[src/rtl/neuron_seq_ctrl.sv]
// neuron_seq_ctrl: sequencer for one integrate-and-fire neuron evaluation.
//
// One evaluation runs IDLE -> CLEAR -> SCAN (N_INPUTS cycles) -> DRAIN -> CMP -> DONE.
// Inputs whose captured spike bit is set are read from synapse memory and accumulated by an
// external MAC unit. The accumulated sum is then compared against the threshold. Latency is
// fixed at N_INPUTS+4 cycles from the accepting edge, whatever the spike count.
//
// Optional feature: define NSC_REFRACTORY_EN to suppress firing for REFRAC_COUNT evaluations
// after each spike.
//
// Ports:
//   clk, rst_n        clock; asynchronous active-low reset
//   i_start           evaluation request, sampled only in IDLE
//   i_spike_vec       presynaptic spike bitmap, captured when i_start is accepted
//   i_threshold       unsigned firing threshold, sampled in CMP
//   o_mem_addr        synapse weight address (0 outside SCAN)
//   o_mem_rd_en       weight read strobe; data returns one cycle later
//   o_mac_clear       accumulator clear (CLEAR state)
//   o_mac_accumulate  accumulate strobe, o_mem_rd_en delayed one cycle
//   i_mac_sum         accumulator value from the MAC unit
//   o_busy            high in every state except IDLE
//   o_done            one-cycle completion pulse
//   o_spike           firing result of the last completed evaluation
module neuron_seq_ctrl #(
  parameter int unsigned N_INPUTS     = 16,
  parameter int unsigned ADDR_WIDTH   = 4,
  parameter int unsigned SUM_WIDTH    = 16,
  parameter int unsigned REFRAC_COUNT = 2
) (
  input  logic                  clk,
  input  logic                  rst_n,
  input  logic                  i_start,
  input  logic [N_INPUTS-1:0]   i_spike_vec,
  input  logic [SUM_WIDTH-1:0]  i_threshold,
  output logic [ADDR_WIDTH-1:0] o_mem_addr,
  output logic                  o_mem_rd_en,
  output logic                  o_mac_clear,
  output logic                  o_mac_accumulate,
  input  logic [SUM_WIDTH-1:0]  i_mac_sum,
  output logic                  o_busy,
  output logic                  o_done,
  output logic                  o_spike
);

  localparam logic [ADDR_WIDTH-1:0] LastIdx = ADDR_WIDTH'(N_INPUTS - 1);

  typedef enum logic [2:0] {
    StIdle,
    StClear,
    StScan,
    StDrain,
    StCmp,
    StDone
  } state_e;

  state_e                state_q, state_d;
  logic [ADDR_WIDTH-1:0] idx_q, idx_d;
  logic [N_INPUTS-1:0]   spike_vec_q, spike_vec_d;
  logic                  spike_q, spike_d;
  logic                  acc_q;
  logic                  above_thr;

`ifdef NSC_REFRACTORY_EN
  localparam int unsigned RefracW = (REFRAC_COUNT > 0) ? $clog2(REFRAC_COUNT + 1) : 1;
  logic [RefracW-1:0] refrac_q, refrac_d;
`endif

  assign above_thr = (i_mac_sum >= i_threshold);

  // State register
  always_ff @(posedge clk or negedge rst_n) begin
    if (!rst_n) begin
      state_q <= StIdle;
    end else begin
      state_q <= state_d;
    end
  end

  // Next-state logic
  always_comb begin
    state_d = state_q;
    unique case (state_q)
      StIdle:  if (i_start) state_d = StClear;
      StClear: state_d = StScan;
      StScan:  if (idx_q == LastIdx) state_d = StDrain;
      StDrain: state_d = StCmp;
      StCmp:   state_d = StDone;
      StDone:  state_d = StIdle;
      default: state_d = StIdle;
    endcase
  end

  // Output logic
  always_comb begin
    o_busy      = (state_q != StIdle);
    o_done      = (state_q == StDone);
    o_mac_clear = (state_q == StClear);
    o_mem_addr  = '0;
    o_mem_rd_en = 1'b0;
    if (state_q == StScan) begin
      o_mem_addr  = idx_q;
      o_mem_rd_en = spike_vec_q[idx_q];
    end
  end

  assign o_mac_accumulate = acc_q;
  assign o_spike          = spike_q;

  // Datapath next-state
  always_comb begin
    idx_d       = idx_q;
    spike_vec_d = spike_vec_q;
    spike_d     = spike_q;
`ifdef NSC_REFRACTORY_EN
    refrac_d    = refrac_q;
`endif
    unique case (state_q)
      StIdle:  if (i_start) spike_vec_d = i_spike_vec;
      StClear: idx_d = '0;
      // Hold on the last index so the scan never wraps into a second pass.
      StScan:  if (idx_q != LastIdx) idx_d = idx_q + ADDR_WIDTH'(1);
      StCmp: begin
`ifdef NSC_REFRACTORY_EN
        if (refrac_q != '0) begin
          spike_d  = 1'b0;
          refrac_d = refrac_q - RefracW'(1);
        end else begin
          spike_d = above_thr;
          if (above_thr) refrac_d = RefracW'(REFRAC_COUNT);
        end
`else
        spike_d = above_thr;
`endif
      end
      default: ;
    endcase
  end

  always_ff @(posedge clk or negedge rst_n) begin
    if (!rst_n) begin
      idx_q       <= '0;
      spike_vec_q <= '0;
      spike_q     <= 1'b0;
      acc_q       <= 1'b0;
`ifdef NSC_REFRACTORY_EN
      refrac_q    <= '0;
`endif
    end else begin
      idx_q       <= idx_d;
      spike_vec_q <= spike_vec_d;
      spike_q     <= spike_d;
      // Memory data lands one cycle after the read, so accumulate trails rd_en by one.
      acc_q       <= o_mem_rd_en;
`ifdef NSC_REFRACTORY_EN
      refrac_q    <= refrac_d;
`endif
    end
  end

endmodule

[config.mk]
export PLATFORM = sky130hd
export DESIGN_NAME = neuron_seq_ctrl
export DESIGN_NICKNAME = d
export VERILOG_FILES = /design/src/rtl/neuron_seq_ctrl.sv
export SDC_FILE = /design/constraint.sdc
export NUM_CORES = 1
export LEC_CHECK = 0
export BUFFER_PORTS_ARGS = -buffer_cell sky130_fd_sc_hd__buf_2
export CAP_MARGIN = 10
export CORE_UTILIZATION = 45
export CTS_CLUSTER_SIZE = 40
export DETAILED_ROUTE_END_ITERATION = 12
export PLACE_DENSITY = 0.78
export SYNTH_ARGS = -nofsm -noshare
export SYNTH_HDL_FRONTEND = slang
export SYNTH_SLANG_ARGS = --single-unit
[constraint.sdc]
create_clock -name clk -period 2.7 [get_ports clk]
set_input_delay 0.54 -clock clk [delete_from_list [all_inputs] [get_ports clk]]
set_output_delay 0.54 -clock clk [all_outputs]
set_load 0.03 [all_outputs]
### After elaboration in Yosys (flattened, before gate mapping)

Cells that the tools add are included.

* bits in registers: 25
* input bits: 51
* output and inout port bits: 10
* word-level logic and storage cells: 33

* add/sub/neg operators: 1
* $lt $le $gt $ge: 2
* equality and inequality tests: 10
* multiplexer cells: 9
* reductions and logical operators: 6

Operators with widths (count)
* greater-or-equal comparator 16 bit: 1
* one-hot mux 3 bit (5 select lines): 1
* two-way mux 4 bit: 2
* one-hot mux 4 bit (2 select lines): 1
* == test 3 x 2 -> 1 bit, second input constant: 2
* == test 3 bit, second input constant: 2
* two-way mux 3 bit: 2
* AND reduction 2 bit: 3
* < comparator 4 x 5 -> 1 bit, second input constant: 1
* adder 4 x 1 -> 4 bit, second input constant: 1
* binary-select mux 1 bit (select 4 bit): 1
* == test 4 bit, second input constant: 1
* inequality test 2 bit, second input constant: 2
* inequality test 4 bit, second input constant: 1
* == test 3 x 1 -> 1 bit, second input constant: 1
* zero test 3 bit: 1
* nonzero test 3 bit: 1
* two-way mux 1 bit: 2
* inequality test 2 x 1 -> 1 bit, second input constant: 1
* nonzero test 2 bit: 1

### Depth between registers and ports, before layout

Gate-level depths: netlist (run 1).

* depth in word-level cells: 3
* depth in mapped cells: 6
* gate-level depth less buffers: 6

### Worst setup path after synthesis (run 1)

Ideal clock, no wire load.

* path type: reg-to-output
* start: reg idx_q[0]
* end: out o_mem_rd_en
* data arrival time: 1715 ps
* data required time: 2160 ps
* slack: 445 ps
* stages on the path, launching flop included: 5
* path buffers: 1
* cells stage by stage: dfrtp_1 > buf_6 > mux4_1 > mux4_2 > and2_1

* word-level cells in the longest chain between the ends: 3

RTL lines
* start: declaration: line 57 `logic [ADDR_WIDTH-1:0] idx_q, idx_d;`
* start signal: assignment: line 149 `idx_q <= idx_d;`
* binary-select mux 1 bit (select 4 bit): line 102 `o_mem_rd_en = spike_vec_q[idx_q];`
* two-way mux 1 bit (not written as such): line 102
* two-way mux 1 bit: line 100 `if (state_q == StScan) begin`
* end: declaration: line 36 `output logic o_mem_rd_en,`

No other way between the ends. The select of a mux whose other input is x is not followed.

### Final worst setup path (run 1)

Ends and elaborated chain as after synthesis.

==> results.md, run 1 <==
- Max Cap Violations: 0
- Nets: approximately 280
- Core outline area: 3340 sq um
- H-tree depth: 1
- Grt ovf: 0
- Worst path cell trace: mux4_2, mux4_2, and2_4, buf_6
- Metal2 WL: between 1.5 and 2 mm
- Critical-path top delay cell: mux4_2
- DR vias/cell: between 5 and 6
- Top cell type by total area after synthesis: dfrtp_1
- Initial DRC Count: 30
- Status: completed
- Final slew viol count: 0
- Critical path data required time: 2.16 ns
- Critical-path maximum fanout: 5
- Pre-antenna DRT Iters: 4
- Total Power: about 1.6 mW
- # diodes: 0
- Setup CP Type: register to output pin
- Crit-path most repeated cell: mux4_2
- Hold Violations, Final: 0
- Final WS setup: 0.0596 ns
- Root Driver: clkbuf_4
- Worst hold slack: about 0.17 ns
- Min Clock Period, post-route: ~2.6 ns
- Std-Cell Rows: 21
- Critical path data arrival time: between 2 and 2.5 ns
- Top cells by area, synth: dfrtp_1, ha_1, mux2_2, mux4_1, inv_1
- Final wirelength: around 3.1 mm
- Clk_lat worst skew: ~0.32 ns
- Residual DRC: 0
- Synth warnings: 0
- Slew headroom: ~63%
- CTS tree: yes
- Vias in the first global route: 1261
- Worst Hold Class: input port to asynchronous set/reset pin
- WL met1: around 1.3 mm
- Port-buffer cells: 60
- Synth Cell Area: roughly 1600 sq um
- VDD IR max: approximately 520 uV
- Post-synth EDFFs: 0
- Hold_buf cts: 0
- Commonest cells in the netlist: dfrtp_1, inv_1, ha_1
- CP endpoint kind: output pin
- Number of synthesized register bits: 25
- Gate Count Post-Synth: 142
- Most instantiated library cell after synthesis: dfrtp_1
- RePlAce Congestion: 0.749
- Die ar.: ~3700 sq um
- Die X: 61.1 um
- Initial Util: about 47%
- Period utilisation layout: about 98%
- Post-Place Cell Area: approximately 1900 sq um
- Via count: roughly 1300
- Drt wl/cell: roughly 12 um
- CTS Buf Count: 3
- Worst path max stage delay: approximately 0.53 ns
- Worst-Margin Slew: approximately 0.56 ns
- Max frequency: around 380 MHz
- Post-route cell area: about 2000 sq um
- TritonCTS Sinks: 25
- Met3 Routed Length: about 130 um
- Clock Tree Buf Depth: 2
- Top Metal Used: met4
- Seq/Total Area, Yosys: around two fifths
- RSZ-0062 raised after global routing: yes
- Critical path launch point type: register
- Die height: between 60 and 70 um
- # IOs: between 60 and 70
- Pwr/cell area: between 800 and 900 nW/um^2
- CP Buf/Inv Count: 1
- Skew final: about 0.0028 ns
- Routed Antenna Nets: 0
- Distinct cells, synth: 29
- Post-synth net total: 210
- Syn-to-layout area delta: 24.4%
- Layout Utilization: 58.5%
- Worst slack at placement: 0.201 ns
- Dpl hpwl: ~2.4 mm
- Yosys top cell area share: roughly two fifths
- Top cell family by delay on the critical path: multiplexers
- LEAKAGE: approximately 1 nW
- Top FF cell, synth: dfrtp_1
- Global-route wire length before repair: about 5.2 mm
- Layout cells sized above 1: between 40% and 50%
- GRT Util Overall: between 10% and 20%
- Reg clk slew, reported paths: around 0.14 ns
- Setup violations, final: 0
- Mapped Avg Cell Area: around 11 sq um
- Initial antenna violation count: 0
- Largest net degree at the start of global routing: 26
- Ys async rst share: 100%
-- cells in the final DEF, fill, tap and decap left out, drive strengths merged --
master   synthesis  final
clkbuf           0      3
nor3             3      3
nand2b           1      1
mux2            16     16
nand4b           1      1
a2bb2oi          1      1
nor2             6      6
o31ai            1      1
mux2i            2      2
and3b            1      1
o21ai            3      3
a31oi            2      2
nand4            2      2
a21oi            7      7
nand2           13     13
mux4             5      5
nor3b            1      1
clkinv           0      1
buf              3     64
dfrtp           25     25
or3              3      3
and2             5      5
a2111oi          3      3
ha              17     17
o21a             1      1
inv             19     19
or3b             1      1
-- path summary, 6_finish.rpt --
| path | endpoint | slack (ns) | startpoint | depth (start not counted) |
|---|---|---|---|---|
| worst max-delay path | o_mem_rd_en | 0.06 | idx_q[0] | 4 |
| worst min-delay path | o_mac_accumulate | 0.17 | rst_n | 1 |
| worst max register to register | spike_vec_q[0] | 0.92 | state_q[2] | 4 |
| worst min register to register | spike_vec_q[15] | 0.52 | spike_vec_q[15] | 1 |
| max in group asynchronous | idx_q[0] | 2.14 | rst_n | 1 |
| min in group clk | spike_vec_q[5] | 0.44 | i_spike_vec[5] | 2 |
-- report_power, final --
part | total (mW) | switching, mW | internal (mW) | leakage (nW)
sequential | 0.700 | 0.150 | 0.550 | 0.303
combinational | 0.766 | 0.347 | 0.419 | 0.704
clock | 0.170 | 0.115 | 0.0556 | 0.0177
total | 1.64 | 0.611 | 1.02 | 1.02
-- final cells by class --
type / count / area (sq um)
inverter: 19 / 71.3
clock inverter: 1 / 5.00
sequential: 25 / 627
clock buffer: 3 / 22.5
tap: 46 / 57.6
multi-input combinational: 95 / 833
timing repair buffer: 64 / 337
fill: 316 / 1380
-- timing repair --
| action | in CTS | in global routing |
|---|---|---|
| resized for setup | 6 | 2 |
| buffers inserted | 3 | 0 |
| setup endpoints to repair | 1 | 1 |
-- per-layer routing --
| metal | global-route usage (%) | vias up |
|---|---|---|
| li1 | - | 636 |
| met1 | 23.2 | 609 |
| met2 | 33.4 | 33 |
| met3 | 4.62 | 4 |
| met4 | 4.55 | 0 |
| met5 | 0 | - |
-- cell families after synthesis --
| kind of cell | share of synthesized area, % |
|---|---|
| AOI/OAI and AO/OA | 7.17 |
| adders and majority gates | 13.5 |
| buffers and inverters | 6.29 |
| DFF | 39.8 |
| muxes | 20.9 |
| and+or+nand+nor | 12.3 |
-- metrics by stage --
stage | setup TNS, ns | std cells
5_1_grt | -0.0119 | 253
3_5_place_dp | 0 | 246
2_1_floorplan | 0 | 142
6_report | 0 | 253
3_3_place_gp | 0 | 246
4_1_cts | 0 | 253
-- state kept, by name, indices dropped and copies added (netlist names) --
| register | cells |
|---|---|
| idx_q | 4 |
| o_mac_accumulate | 1 |
| o_spike | 1 |
| spike_vec_q | 16 |
| state_q | 3 |
(Power assumes the default switching activity.)
==> run 2, diff against run 1 <==
RECOVER_POWER = 25   (was unset)
==> run 2 against run 1 <==
Effect of this change: flip-flop and latch count did not move; global-route usage did not move; wire length barely moved; clock-buffer cell count did not move; largest cell class unchanged; highest routed layer unchanged.
==> results.md, run 2 (same netlist as run 1, synthesis figures left out) <==
- Final Non-Filler Cells: between 200 and 300
- Die X: a little over 60 um
- Layout cells sized above 1: 44.9%
- CTS Buf Count: 3
- LEAKAGE: ~1.0 nW
- Largest net degree at the start of global routing: 26
- Dpl hpwl: between 2 and 2.5 mm
- Drt wl/cell: 12.2 um
- TritonCTS Sinks: 25
- # diodes: 0
- RePlAce Congestion: roughly 0.75
- # IOs: between 60 and 70
- H-tree depth: 1
- Initial DRC Count: 30
- Grt ovf: 0
- Hold Violations, Final: 0
- Min Clock Period, post-route: between 2 and 3 ns
- Critical path launch point type: register
- Final WS setup: 0.0596 ns
- Port-buffer cells: 60
- Syn-to-layout area delta: 24.3%
- Worst hold slack: 0.438 ns
- Final slew viol count: 0
- DR vias/cell: ~5.1
- Critical path data required time: between 2 and 2.5 ns
- Reg clk slew, reported paths: ~0.14 ns
- Worst slack at placement: 0.201 ns
- Commonest cells after routing, fill and taps aside: buf_2, dfrtp_1, inv_1
- Initial antenna violation count: 0
- Global-route wire length before repair: a little over 5 mm
- Min-delay src: i_spike_vec[5]
- Final wirelength: just over 3 mm
- Setup violations, final: 0
- Via count: about 1300
- Die height: 61.1 um
- Period utilisation layout: 97.8%
- Critical path data arrival time: around 2.1 ns
- Root Driver: clkbuf_4
- Routed Antenna Nets: 0
- Pwr/cell area: 838 nW/um^2
- Post-Place Cell Area: 1910 sq um
- Initial Util: between 40% and 50%
- Worst-Margin Slew: ~1.3 ns
- Layout Utilization: between 50% and 60%
- Worst Setup SP: idx_q[0]
- Skew final: between 0.002 and 0.003 ns
- Pre-antenna DRT Iters: 4
- Vias in the first global route: about 1300
- CP endpoint kind: output pin
- Clock Tree Buf Depth: 2
- Most common cell after layout, fill and taps aside: buf_2
- Setup CP Type: register to output pin
- Largest regs: spike_vec_q: 16 flops, idx_q: 4 flops, state_q: 3 flops
- Reg2reg setup slack: between 0.9 and 1 ns
- RSZ-0062 raised after global routing: yes
- CTS tree: yes
- Residual DRC: 0
- Critical-path maximum fanout: 5
- Filler cell count: ~320
- Core outline area: between 3000 and 4000 sq um
- Max reg flops: 16
- Slew headroom: between 10% and 20%
- Post-route cell area: roughly 2000 sq um
- Hold path cells: 2
- Nets: around 280
- Die ar.: ~3700 sq um
- Worst r2r src: state_q[2]
- Max frequency: around 380 MHz
- Post-Place Cells: roughly 250
- FF-to-FF End: spike_vec_q[0]
- GRT Util Overall: approximately a fifth
- Worst reg2reg path depth: 4
- Clk_lat worst skew: 0.32 ns
- Std-Cell Rows: 21
- VDD IR max: 524 uV
- Max Cap Violations: 0
- Hold Path End: spike_vec_q[5]
- Largest Register: spike_vec_q
- Status: completed
- Worst Hold Class: input port to register
==> run 2: timing repair <==
| item | 4_1_cts | 5_1_grt |
|---|---|---|
| buffers inserted | 3 | 0 |
| endpoints found under the hold margin | 0 | 0 |
| endpoints found under the setup margin | 1 | 1 |
| hold buffers | 0 | 0 |
| gates resized for setup | 6 | 2 |
==> run 2: worst max path at each step <==
stage                  end  slack [ns]  cells past startpoint
3_5_place_dp   o_mem_rd_en        0.20                      4
5_1_grt        o_mem_rd_en       -0.01                      4
3_3_place_gp   o_mem_rd_en        0.24                      4
2_1_floorplan  o_mem_rd_en        0.45                      4
6_report       o_mem_rd_en        0.06                      4
4_1_cts        o_mem_rd_en        0.02                      4
==> run 2: per-layer routing <==
metal	vias up	routed length, um	GRT usage [%]
li1	636	-	-
met1	609	1330	23.2
met2	33	1600	33.4
met3	4	125	4.62
met4	0	33	4.55
met5	-	0	0
==> run 2: cell type report <==
cell class | count | area (sq um) | area share, %
sequential | 25 | 627 | 32.1
timing repair buffer | 64 | 335 | 17.2
clock inverter | 1 | 5.00 | 0.256
clock buffer | 3 | 22.5 | 1.15
inverter | 19 | 71.3 | 3.65
tap | 46 | 57.6 | 2.95
multi-input combinational | 95 | 833 | 42.7
==> run 2: power breakdown <==
part           internal, mW  total [mW]  switching [mW]
clock                0.0556       0.170           0.115
sequential            0.550       0.700           0.150
combinational         0.419       0.765           0.347
total                  1.02        1.64           0.611
==> run 2: critical path, cell delays in order (launching register included) <==
cell,delay (ns)
dfrtp_2,0.48
mux4_2,0.53
mux4_2,0.47
and2_4,0.17
buf_6,0.13
==> run 2: stage by stage <==
step                      power (mW)  TNS (ns)
after floorplan                 1.22         0
after global placement          1.37         0
after detailed placement        1.41         0
after CTS                       1.63         0
after global routing            1.75   -0.0119
final                           1.64         0
==> run 3, diff against run 2 <==
ABC_AREA = 1   (was unset)
PLACE_DENSITY = 0.77   (was 0.78)
==> run 3 against run 2 <==
Effect of this change: power is 3.8% higher; non-clock buffer count shrank 4; wire length grew 2.8%; clock power is 31% higher; largest cell class unchanged.
==> results.md, run 3 <==
- Status: completed
- Max reg flops: 16
- Initial antenna violation count: 0
- Largest regs: spike_vec_q: 16 flops, idx_q: 4 flops, state_q: 3 flops
- Final wirelength: 3.17 mm
- Commonest cells in the netlist: inv_1, nand2_1, nor2_1
- Gate power share: approximately half
- Die X: 63.0 um
- Pwr/cell area: slightly above 800 nW/um^2
- Skew final: 0.00511 ns
- Critical path data arrival time: 1.90 ns
- Core outline area: 3440 sq um
- Top FF cell, synth: dfrtp_1
- Seq/Total Area, Yosys: a little under two fifths
- Top cells by area, synth: dfrtp_1, ha_1, inv_1, nand2_1, nor2_1
- Drt wl/cell: 9.64 um
- Largest net degree at the start of global routing: 28
- Final slew viol count: 0
- Grt ovf: 0
- Post-Place Cells: 325
- Initial DRC Count: 85
- Worst Hold Class: input port to register
- Switch Pwr: 754 uW
- Initial Util: 48.7%
- Clock power share: a little over an eighth
- Min Clock Period, post-route: roughly 2.4 ns
- Post-synth net total: approximately 290
- Die ar.: roughly 4000 sq um
- Critical path data required time: between 2 and 2.5 ns
- Slew headroom: between 10% and 20%
- Residual DRC: 0
- Final Non-Filler Cells: around 330
- GRT Util Overall: ~18%
- Routed Antenna Nets: 0
- # IOs: 61
- Reg power frac: between 30 and 40%
- Commonest cells after routing, fill and taps aside: buf_2, inv_1, nand2_1
- Reg2reg setup slack: between 1 and 1.5 ns
- Root Driver: clkbuf_8
- RePlAce Congestion: roughly 0.86
- Post_cts resized: 0
- Ys async rst share: between 90% and 100%
- Largest Register: spike_vec_q
- Clk_lat worst skew: 0.27 ns
- Period utilisation layout: 90.4%
- Max frequency: around 410 MHz
- TritonCTS Sinks: 25
- Final WS setup: 0.260 ns
- Worst-Margin Slew: 1.28 ns
- Max Cap Violations: 0
- Die height: between 60 and 70 um
- Setup violations, final: 0
- VDD IR max: about 280 uV
- Std-Cell Rows: 21
- CTS tree: yes
- Hold_buf cts: 0
- Nets: 352
- Critical path launch point type: register
- CTS Buf Count: 3
- Pre-antenna DRT Iters: 4
- Layout cells sized above 1: a little over a quarter
- Syn-to-layout area delta: 22.3%
- LEAKAGE: ~1.2 nW
- Dpl hpwl: ~2.5 mm
- Post-synth EDFFs: 0
- Via count: roughly 1600
- Number of synthesized register bits: 25
- Post-Place Cell Area: between 2000 and 2500 sq um
- # diodes: 0
- Distinct cells, synth: 23
- Vias in the first global route: between 1000 and 1500
- Total internal power: 944 uW
- Port-buffer cells: 60
- Gate Count Post-Synth: 223
- Sw frac: between 40% and 50%
- Synth warnings: 0
- Clock Tree Buf Depth: 2
- CP endpoint kind: output pin
- Hold Violations, Final: 0
- Yosys top cell area share: between 30% and 40%
- RSZ-0062 raised after global routing: no
- Global-route wire length before repair: 5.57 mm
- Top cell type by total area after synthesis: dfrtp_1
- Post-route cell area: 2050 sq um
- Most common cell after layout, fill and taps aside: buf_2
- H-tree depth: 1
- Fin Setup TNS: 0 ns
- Critical-path maximum fanout: 15
- Mapped Avg Cell Area: 7.51 sq um
- Reg clk slew, reported paths: roughly 0.090 ns
- Post-CTS setup buffers: 0
- DR vias/cell: between 4 and 5
- Synth Cell Area: approximately 1700 sq um
- Worst slack at placement: just over 0.6 ns
- Setup CP Type: register to output pin
- Most instantiated library cell after synthesis: inv_1
## run 3: layout make-up
type,instances,area [sq um]
clock buffers,3,41.3
clock inverters,1,7.51
fillers,338,1390
inverters,49,184
multi-input cells,145,835
flip-flops and latches,25,626
well taps,46,57.6
repair buffers,60,299
## run 3: cells by family after synthesis
family          Yosys count  synth area share (%)
flops                    25                  37.3
mux                       5                  3.36
fa+ha+maj                17                  12.7
compound gates           26                  8.36
buf+inv                  53                  12.8
simple gates             97                  25.4
## run 3: critical path: stages (launching register included)
cell and delay, ns:
dfrtp_1 0.62, inv_1 0.25, nand2_1 0.11, nand3_1 0.07
nand3_1 0.08, nand3_1 0.08, a21oi_1 0.20, buf_2 0.23
## run 3: worst paths after layout
check	end	from	cells past startpoint
worst max-delay path	o_mem_rd_en	idx_q[0]	7
worst max register to register	idx_q[0]	idx_q[0]	7
worst min-delay path	spike_vec_q[0]	i_spike_vec[0]	2
worst min register to register	spike_vec_q[13]	spike_vec_q[13]	2
max in group asynchronous	spike_vec_q[9]	rst_n	1
min in group asynchronous	spike_vec_q[3]	rst_n	1
## run 3: per-stage QoR
stage	total power, mW	util, %	hold WS (ns)
after global placement	1.46	58.2	0.494
after floorplan	1.29	-	0.244
after global routing	1.85	59.5	0.495
after CTS	1.71	59.6	0.254
final	1.70	59.5	0.497
after detailed placement	1.48	58.2	0.507
## run 3: power groups by stage
stage	Clock [mW]	Combinational [mW]	Sequential, mW
after CTS	0.229	0.829	0.657
after global routing	0.238	0.931	0.678
after global placement	0	0.798	0.659
final	0.223	0.816	0.658
after floorplan	0	0.644	0.645
after detailed placement	0	0.818	0.665
## run 3: layer usage
layer	vias up	track usage [%]	part of all wire (%)
met1	703	22.4	45
met5	-	0	0
li1	814	-	-
met3	4	2.55	4.9
met4	0	6.10	1.3
met2	42	29.8	48
